[config.mk]
export PLATFORM = sky130hd
export DESIGN_NAME = reduce_accum_flat
export DESIGN_NICKNAME = d
export VERILOG_FILES = /design/src/rtl/reduce_accum_if.sv /design/src/rtl/reduce_accum.sv /design/src/flat_wrapper.sv
export SDC_FILE = /design/constraint.sdc
export NUM_CORES = 1
export LEC_CHECK = 0
export ABC_AREA = 1
export CAP_MARGIN = 20
export CORE_MARGIN = 1
export CORE_UTILIZATION = 45
export CTS_CLUSTER_SIZE = 40
export DETAILED_ROUTE_END_ITERATION = 7
export GPL_TIMING_DRIVEN = 1
export HOLD_SLACK_MARGIN = 0.1
export PLACE_DENSITY_LB_ADDON = 0.2
export SETUP_SLACK_MARGIN = 0.05
export SYNTH_ARGS = -nofsm -noshare
export SYNTH_HDL_FRONTEND = slang
export SYNTH_SLANG_ARGS = --single-unit
[constraint.sdc]
create_clock -name i_clk -period 1.5 [get_ports i_clk]
set_clock_uncertainty 0.05 [all_clocks]
set_input_delay 0.3 -clock i_clk [delete_from_list [all_inputs] [get_ports i_clk]]
set_output_delay 0.3 -clock i_clk [all_outputs]
set_load 0.03 [all_outputs]
[src/rtl/reduce_accum_if.sv]
// Stream interface for reduce_accum: word input handshake plus frame result handshake.
// Optional o_ovf signal present when REDUCE_ACCUM_SAT_CNT_EN is defined.
interface reduce_accum_if #(
    parameter int unsigned W     = 20,
    parameter int unsigned CNT_W = 8
);
    logic             i_valid;
    logic             o_ready;
    logic [W-1:0]     i_data;
    logic             i_last;
    logic             o_valid;
    logic             i_ready;
    logic             o_and;
    logic             o_or;
    logic             o_xor;
    logic [CNT_W-1:0] o_count;
`ifdef REDUCE_ACCUM_SAT_CNT_EN
    logic             o_ovf;

    // Design side
    modport slave (
        input  i_valid, i_data, i_last, i_ready,
        output o_ready, o_valid, o_and, o_or, o_xor, o_count, o_ovf
    );

    // Environment side
    modport master (
        output i_valid, i_data, i_last, i_ready,
        input  o_ready, o_valid, o_and, o_or, o_xor, o_count, o_ovf
    );
`else
    // Design side
    modport slave (
        input  i_valid, i_data, i_last, i_ready,
        output o_ready, o_valid, o_and, o_or, o_xor, o_count
    );

    // Environment side
    modport master (
        output i_valid, i_data, i_last, i_ready,
        input  o_ready, o_valid, o_and, o_or, o_xor, o_count
    );
`endif
endinterface

[src/rtl/reduce_accum.sv]
// reduce_accum: folds per-word AND/OR/XOR reductions over a frame and presents
// one registered result per frame on a valid/ready handshake.
// Optional macro REDUCE_ACCUM_SAT_CNT_EN: saturating word counter plus sticky o_ovf.
module reduce_accum #(
    parameter int unsigned W     = 20,
    parameter int unsigned CNT_W = 8
) (
    input  logic        i_clk,
    input  logic        i_rst,
    reduce_accum_if.slave bus
);
    typedef enum logic {ACCUM, HOLD} state_t;

    state_t           state_q, state_d;
    logic             in_fire, out_fire, last_fire;
    logic             w_and, w_or, w_xor;
    logic             and_acc, or_acc, xor_acc;
    logic [CNT_W-1:0] cnt_acc, cnt_inc;
    logic             res_and, res_or, res_xor;
    logic [CNT_W-1:0] res_count;
`ifdef REDUCE_ACCUM_SAT_CNT_EN
    logic             ovf_acc, ovf_inc, res_ovf;
`endif

    // Handshake decode; o_ready is the only input-to-output combinational path
    assign bus.o_valid = (state_q == HOLD);
    assign bus.o_ready = (state_q == ACCUM) | bus.i_ready;
    assign in_fire     = bus.i_valid & bus.o_ready;
    assign out_fire    = bus.o_valid & bus.i_ready;
    assign last_fire   = in_fire & bus.i_last;

    // Per-word reductions
    assign w_and = &bus.i_data;
    assign w_or  = |bus.i_data;
    assign w_xor = ^bus.i_data;

`ifdef REDUCE_ACCUM_SAT_CNT_EN
    // Saturating count; flag any increment attempted at the maximum
    always_comb begin
        cnt_inc = cnt_acc + CNT_W'(1);
        ovf_inc = ovf_acc;
        if (cnt_acc == {CNT_W{1'b1}}) begin
            cnt_inc = cnt_acc;
            ovf_inc = 1'b1;
        end
    end
`else
    // Wrapping count
    always_comb begin
        cnt_inc = cnt_acc + CNT_W'(1);
    end
`endif

    // Next-state logic
    always_comb begin
        state_d = state_q;
        case (state_q)
            ACCUM: if (last_fire) state_d = HOLD;
            HOLD:  if (out_fire && !last_fire) state_d = ACCUM;
            default: state_d = ACCUM;
        endcase
    end

    // State register
    always_ff @(posedge i_clk or posedge i_rst) begin
        if (i_rst) state_q <= ACCUM;
        else       state_q <= state_d;
    end

    // Frame accumulators: fold on non-last accepts, return to identity at frame end
    always_ff @(posedge i_clk or posedge i_rst) begin
        if (i_rst) begin
            and_acc <= 1'b1;
            or_acc  <= 1'b0;
            xor_acc <= 1'b0;
            cnt_acc <= '0;
`ifdef REDUCE_ACCUM_SAT_CNT_EN
            ovf_acc <= 1'b0;
`endif
        end else if (in_fire) begin
            if (bus.i_last) begin
                and_acc <= 1'b1;
                or_acc  <= 1'b0;
                xor_acc <= 1'b0;
                cnt_acc <= '0;
`ifdef REDUCE_ACCUM_SAT_CNT_EN
                ovf_acc <= 1'b0;
`endif
            end else begin
                and_acc <= and_acc & w_and;
                or_acc  <= or_acc | w_or;
                xor_acc <= xor_acc ^ w_xor;
                cnt_acc <= cnt_inc;
`ifdef REDUCE_ACCUM_SAT_CNT_EN
                ovf_acc <= ovf_inc;
`endif
            end
        end
    end

    // Result registers load the folded values including the last word
    always_ff @(posedge i_clk or posedge i_rst) begin
        if (i_rst) begin
            res_and   <= 1'b0;
            res_or    <= 1'b0;
            res_xor   <= 1'b0;
            res_count <= '0;
`ifdef REDUCE_ACCUM_SAT_CNT_EN
            res_ovf   <= 1'b0;
`endif
        end else if (last_fire) begin
            res_and   <= and_acc & w_and;
            res_or    <= or_acc | w_or;
            res_xor   <= xor_acc ^ w_xor;
            res_count <= cnt_inc;
`ifdef REDUCE_ACCUM_SAT_CNT_EN
            res_ovf   <= ovf_inc;
`endif
        end
    end

    assign bus.o_and   = res_and;
    assign bus.o_or    = res_or;
    assign bus.o_xor   = res_xor;
    assign bus.o_count = res_count;
`ifdef REDUCE_ACCUM_SAT_CNT_EN
    assign bus.o_ovf   = res_ovf;
`endif

endmodule

[src/flat_wrapper.sv]
// flat-port wrapper written by rule: the top's interface ports become plain ports
module reduce_accum_flat 
#(
    parameter int unsigned W     = 20,
    parameter int unsigned CNT_W = 8
)
  (i_clk, i_rst, bus_i_valid, bus_i_data, bus_i_last, bus_i_ready, bus_o_ready, bus_o_valid, bus_o_and, bus_o_or, bus_o_xor, bus_o_count);
  reduce_accum_if #(.W(W), .CNT_W(CNT_W)) bus_i ();
  input  logic i_clk;
  input  logic i_rst;
  input wire logic [$bits(bus_i.i_valid)-1:0] bus_i_valid;
  input wire logic [$bits(bus_i.i_data)-1:0] bus_i_data;
  input wire logic [$bits(bus_i.i_last)-1:0] bus_i_last;
  input wire logic [$bits(bus_i.i_ready)-1:0] bus_i_ready;
  output wire logic [$bits(bus_i.o_ready)-1:0] bus_o_ready;
  output wire logic [$bits(bus_i.o_valid)-1:0] bus_o_valid;
  output wire logic [$bits(bus_i.o_and)-1:0] bus_o_and;
  output wire logic [$bits(bus_i.o_or)-1:0] bus_o_or;
  output wire logic [$bits(bus_i.o_xor)-1:0] bus_o_xor;
  output wire logic [$bits(bus_i.o_count)-1:0] bus_o_count;
  assign bus_i.i_valid = bus_i_valid;
  assign bus_i.i_data = bus_i_data;
  assign bus_i.i_last = bus_i_last;
  assign bus_i.i_ready = bus_i_ready;
  assign bus_o_ready = bus_i.o_ready;
  assign bus_o_valid = bus_i.o_valid;
  assign bus_o_and = bus_i.o_and;
  assign bus_o_or = bus_i.o_or;
  assign bus_o_xor = bus_i.o_xor;
  assign bus_o_count = bus_i.o_count;
  reduce_accum #(.W(W), .CNT_W(CNT_W)) u_core (.i_clk(i_clk), .i_rst(i_rst), .bus(bus_i));
endmodule
Word level (Yosys, flattened, before mapping)
Cells that the tools add are included.

Flip-flop bits (word level): 23. Input bits: 25. Output and inout bits: 13. Word-level logic and storage cells: 30.

Add/subtract/negate cells: 1. Multiplexer cells: 7. Bitwise logic cells: 8. Reductions and logical operators: 5.

Operator list (number): AND reduction 20 bit (1); OR reduction 20 bit (1); XOR reduction 20 bit (1); adder 8 x 1 -> 8 bit (second input constant) (1); 2-to-1 mux 8 bit (1); 2-to-1 mux 1 bit (5); bitwise AND 1 bit (4); OR 1 bit (2); one-hot mux 1 bit (2 select lines) (1); logical AND 1 bit (1); zero test 1 bit (1); inverter 1 bit (1); XOR 1 bit (1).

Longest topological paths before layout
Word-level depth: 8. Mapped depth: 13. Mapped depth without buffers: 13.

Least setup slack after synthesis
OpenSTA, ideal clock, no wires.

Path kind: flip-flop to flip-flop. Start point: register u_core.state_q (netlist: u_core.bus.o_valid). End point: register u_core.res_count[4] (netlist: u_core.bus.o_count[4]). Setup time: 126 ps. Data arrival time: 1257 ps. Data required time: 1324 ps. Setup slack: 67 ps. Cell stages (with the launch flop): 8. Path buffers: 1. Clock period less this slack: 1433 ps. Cell sequence: dfrtp_1 > nand2_2 > nand2_4 > nor2_4 > inv_2 > buf_6 > nand2_1 > o21ai_0.

Longest elaborated chain between the ends: 4.

RTL lines: start: declaration (line reduce_accum.sv:14) `state_t state_q, state_d;`; start signal: assignment (line reduce_accum.sv:67) `else state_q <= state_d;`; inverter 1 bit (line reduce_accum.sv:27) `assign bus.o_ready = (state_q == ACCUM) | bus.i_ready;`; OR 1 bit (line reduce_accum.sv:27); via bus_o_ready (line flat_wrapper.sv:15) `output wire logic [$bits(bus_i.o_ready)-1:0] bus_o_ready;`; bitwise AND 1 bit (line reduce_accum.sv:28) `assign in_fire = bus.i_valid & bus.o_ready;`; bitwise AND 1 bit (line reduce_accum.sv:30) `assign last_fire = in_fire & bus.i_last;`; end signal: assignment (line reduce_accum.sv:115) `res_count <= cnt_inc;`; end: declaration (line reduce_accum.sv:20) `logic [CNT_W-1:0] res_count;`.

The timed path passes the listed nets, and every way through them passes these cells. A chain may end at the register's enable or synchronous reset.

Worst setup path after layout
Start point: register u_core.res_or (netlist: u_core.bus.o_or). End point: output bus_o_or.

RTL lines: start: declaration (line reduce_accum.sv:19) `logic res_and, res_or, res_xor;`; start signal: assignment (line reduce_accum.sv:113) `res_or <= or_acc | w_or;`; end: declaration (line flat_wrapper.sv:18) `output wire logic [$bits(bus_i.o_or)-1:0] bus_o_or;`.

No word-level cell between the ends.

==> reports/metrics.cfg <==
[outcome]
outcome = complete, no violations

[sta]
rsz0062_at_grt = yes
relSlewSlack_pct = 75.73
fmax_ghz = 0.7159
whs_ps = 238.6
finalCriticalPeriod_ps = 1397
final_hold_viol_count = 0
setup_viol = 0
slew_viol_final = 0
fin_crit_sh_pct = 93.13
tightest_slew_ps = 360.7

[layout]
final_cell_mix = 55 x nand2_1, 38 x inv_1, 22 x dfrtp_1, 19 x dlygate4sd2_1, 19 x buf_4
synthToLayoutAreaGrowth_pct = 41.84
drive_above_1_share_pct = 25.76
final_nets = 311
antenna_cells = 0
layout_commonest_cell = nand2_1
stdcell_area_um2 = 2252

[detailed_routing]
wirelength_um = 3247
antenna_left = 0
viasPerCell = 4.506
drt-wirelength-per-cell_um = 10.47
drc_errors = 0
drtIter0Drc = 32
drt_pass1_iterations = 5
vias = 1397

[job]
drv_cap = 0

[clock_tree]
clkTransAtPathRegs_ps = 120
cts-root-buf = clkbuf_4
tritoncts = done
hold_buffers = 0
clock_latency_ps = 310
clock-sinks = 23
htree_levels = 1
cts_made_buffers = 3
cts_buffer_depth = 2

[global_routing]
grt_usage_pct = 18.25
gr-usage-met2_pct = 30.90
grt_use_met1_pct = 24.70
gr-total-overflow = 0
grt_pass1_vias = 1166
antenna_found_initial = 0
grt_max_degree = 14
grt_pass1_wl_um = 5016
top_usage_layer = met2
grtUsageMet3_pct = 4.412

[critical_path]
r2r-end = u_core.cnt_acc[6]$_DFFE_PP0N_
endpoint_kind = output pin
slowest_delay_ps = 400
path_buf_inv = 1
path_cells = clkdlybuf4s15_1
reg2reg_from = u_core.cnt_acc[1]$_DFFE_PP0N_
rrSetupSlack_ps = 150
cpLargestDelayFamily = flip-flops
worstPathArrival_ps = 1050
criticalPathCategory = reg -> out
critPathMaxFanout = 2
start_kind = flop
crit_slowest_cell = dfrtp_1
reg2reg_depth = 5
required_ps = 1150

[synthesis]
yosys.area_share.adder_pct = 16.55
synth-compound-area-share_pct = 6.383
synth_fp_nets = 249
synthDistinctLibCells = 25
synth.avg_cell_area_um2 = 7.822
synth_mux_area_share_pct = 0
seq_area_frac_synth_pct = 36.33
yosys_register_bits = 23
syn_area_um2 = 1588
synth_top_family_by_area = simple AND/OR/NAND/NOR gates
synthCells = 203
synth-simple-area-share_pct = 22.77
synth_warnings = 0
synth_xor_area_share_pct = 4.965

[floorplan]
placementRows = 21
fp.dieH_um = 61.40
die_width_um = 61.40
start_util_pct = 47.21
dieArea_um2 = 3770
coreArea_um2 = 3363
io_pins = 38

[place]
post_dp_cell_area_um2 = 2158
gp_congestion = 0.7471
portBuffers = 37
dpl.hpwl_um = 2572

[power]
p_leak_nw = 1.227
powerDensity_nw_per_um2 = 733.9
ir_drop_v = 0.0005802
p_total_mw = 1.653

[min_path]
hold_path.class = in -> async

[registers in the layout, summed over array words and instances (netlist names)]
register,flops
u_core.and_acc,1
u_core.bus.o_and,1
u_core.bus.o_count,8
u_core.bus.o_or,1
u_core.bus.o_valid,1
u_core.bus.o_xor,1
u_core.cnt_acc,8
u_core.or_acc,1
u_core.xor_acc,1
[worst max path at each step]
stage,slack (ps),to,start,cells after the start
5_1_grt,30,u_core.bus.o_count[6]$_DFFE_PP0P_,u_core.cnt_acc[1]$_DFFE_PP0N_,5
6_report,100,bus_o_or,u_core.bus.o_or$_DFFE_PP0P_,1
4_1_cts,40,bus_o_count[6],u_core.bus.o_count[6]$_DFFE_PP0P_,1
2_1_floorplan,70,u_core.bus.o_count[4]$_DFFE_PP0P_,u_core.bus.o_valid$_DFF_PP0_,7
3_3_place_gp,-500,u_core.bus.o_xor$_DFFE_PP0P_,bus_i_data[10],13
3_5_place_dp,-520,u_core.bus.o_xor$_DFFE_PP0P_,bus_i_data[10],13
[routing by layer]
layer | vias to the layer above | share of wire, %
met5 | - | 0
met4 | 0 | 0.22
met3 | 2 | 4.8
met2 | 27 | 47
met1 | 627 | 48
li1 | 741 | -
[per-stage QoR]
| stage | utilization (%) | cells | setup TNS, ps | setup slack [ps] |
|---|---|---|---|---|
| global placement | 64.17 | 303 | -1902 | -499.7 |
| CTS | 67.15 | 308 | 0 | 40.64 |
| detailed placement | 64.17 | 303 | -2158 | -521.5 |
| floorplan | - | 203 | 0 | 66.77 |
| global route | 66.96 | 310 | 0 | 33.32 |
| finish | 66.96 | 310 | 0 | 103.1 |
[cell families after synthesis]
group | count (synthesis)
xor gates and xnor gates | 9
buffers and inverters | 51
AOI/OAI and AO/OA | 18
and+or+nand+nor | 81
adders and majority gates | 21
DFF | 23
[power by group]
group	internal, mW	total [mW]	switching, mW
sequential	0.689	0.731	0.0422
clock	0.0996	0.279	0.179
combinational	0.281	0.643	0.362
total	1.07	1.65	0.583
[what timing repair did]
action,in CTS,in global routing
gates cloned,0,0
setup buffers,1,2
gates resized for setup,55,25
pin swaps,16,1
setup endpoints to repair,15,17
[cells in the mapped netlist]
master   count  area (um2)
a21oi_1      1       5.000
and3_1       1       6.260
buf_6        2       22.52
dfrtp_1     22       550.5
dfstp_2      1       26.28
ha_1        21       262.8
inv_1       48       180.2
inv_2        1       3.750
nand2_1     56       210.2
nand2_2      1       6.260
nand2_4      1       11.26
nand3_1      6       30.03
nand3_2      1       10.01
nand4_1      5       31.28
nor2_1       6       22.52
nor2_2       1       6.260
nor2_4       1       11.26
nor3_2       1       10.01
nor4_1       1       6.260
o21ai_0      6       30.03
o21ai_1      6       30.03
o21ai_2      2       17.52
o22ai_1      3       18.77
xnor2_1      4       35.03
xor2_1       5       43.79
[final cells by class]
cell class                      count  area [um2]
Sequential cell                    23       576.8
Clock inverter                      1       5.005
Timing Repair Buffer               59       499.2
Fill cell                         306        1111
Inverter                           49       183.9
Multi-Input combinational cell    129       907.1
Tap cell                           46       57.56
Clock buffer                        3       22.52
(Power assumes the default switching activity.)
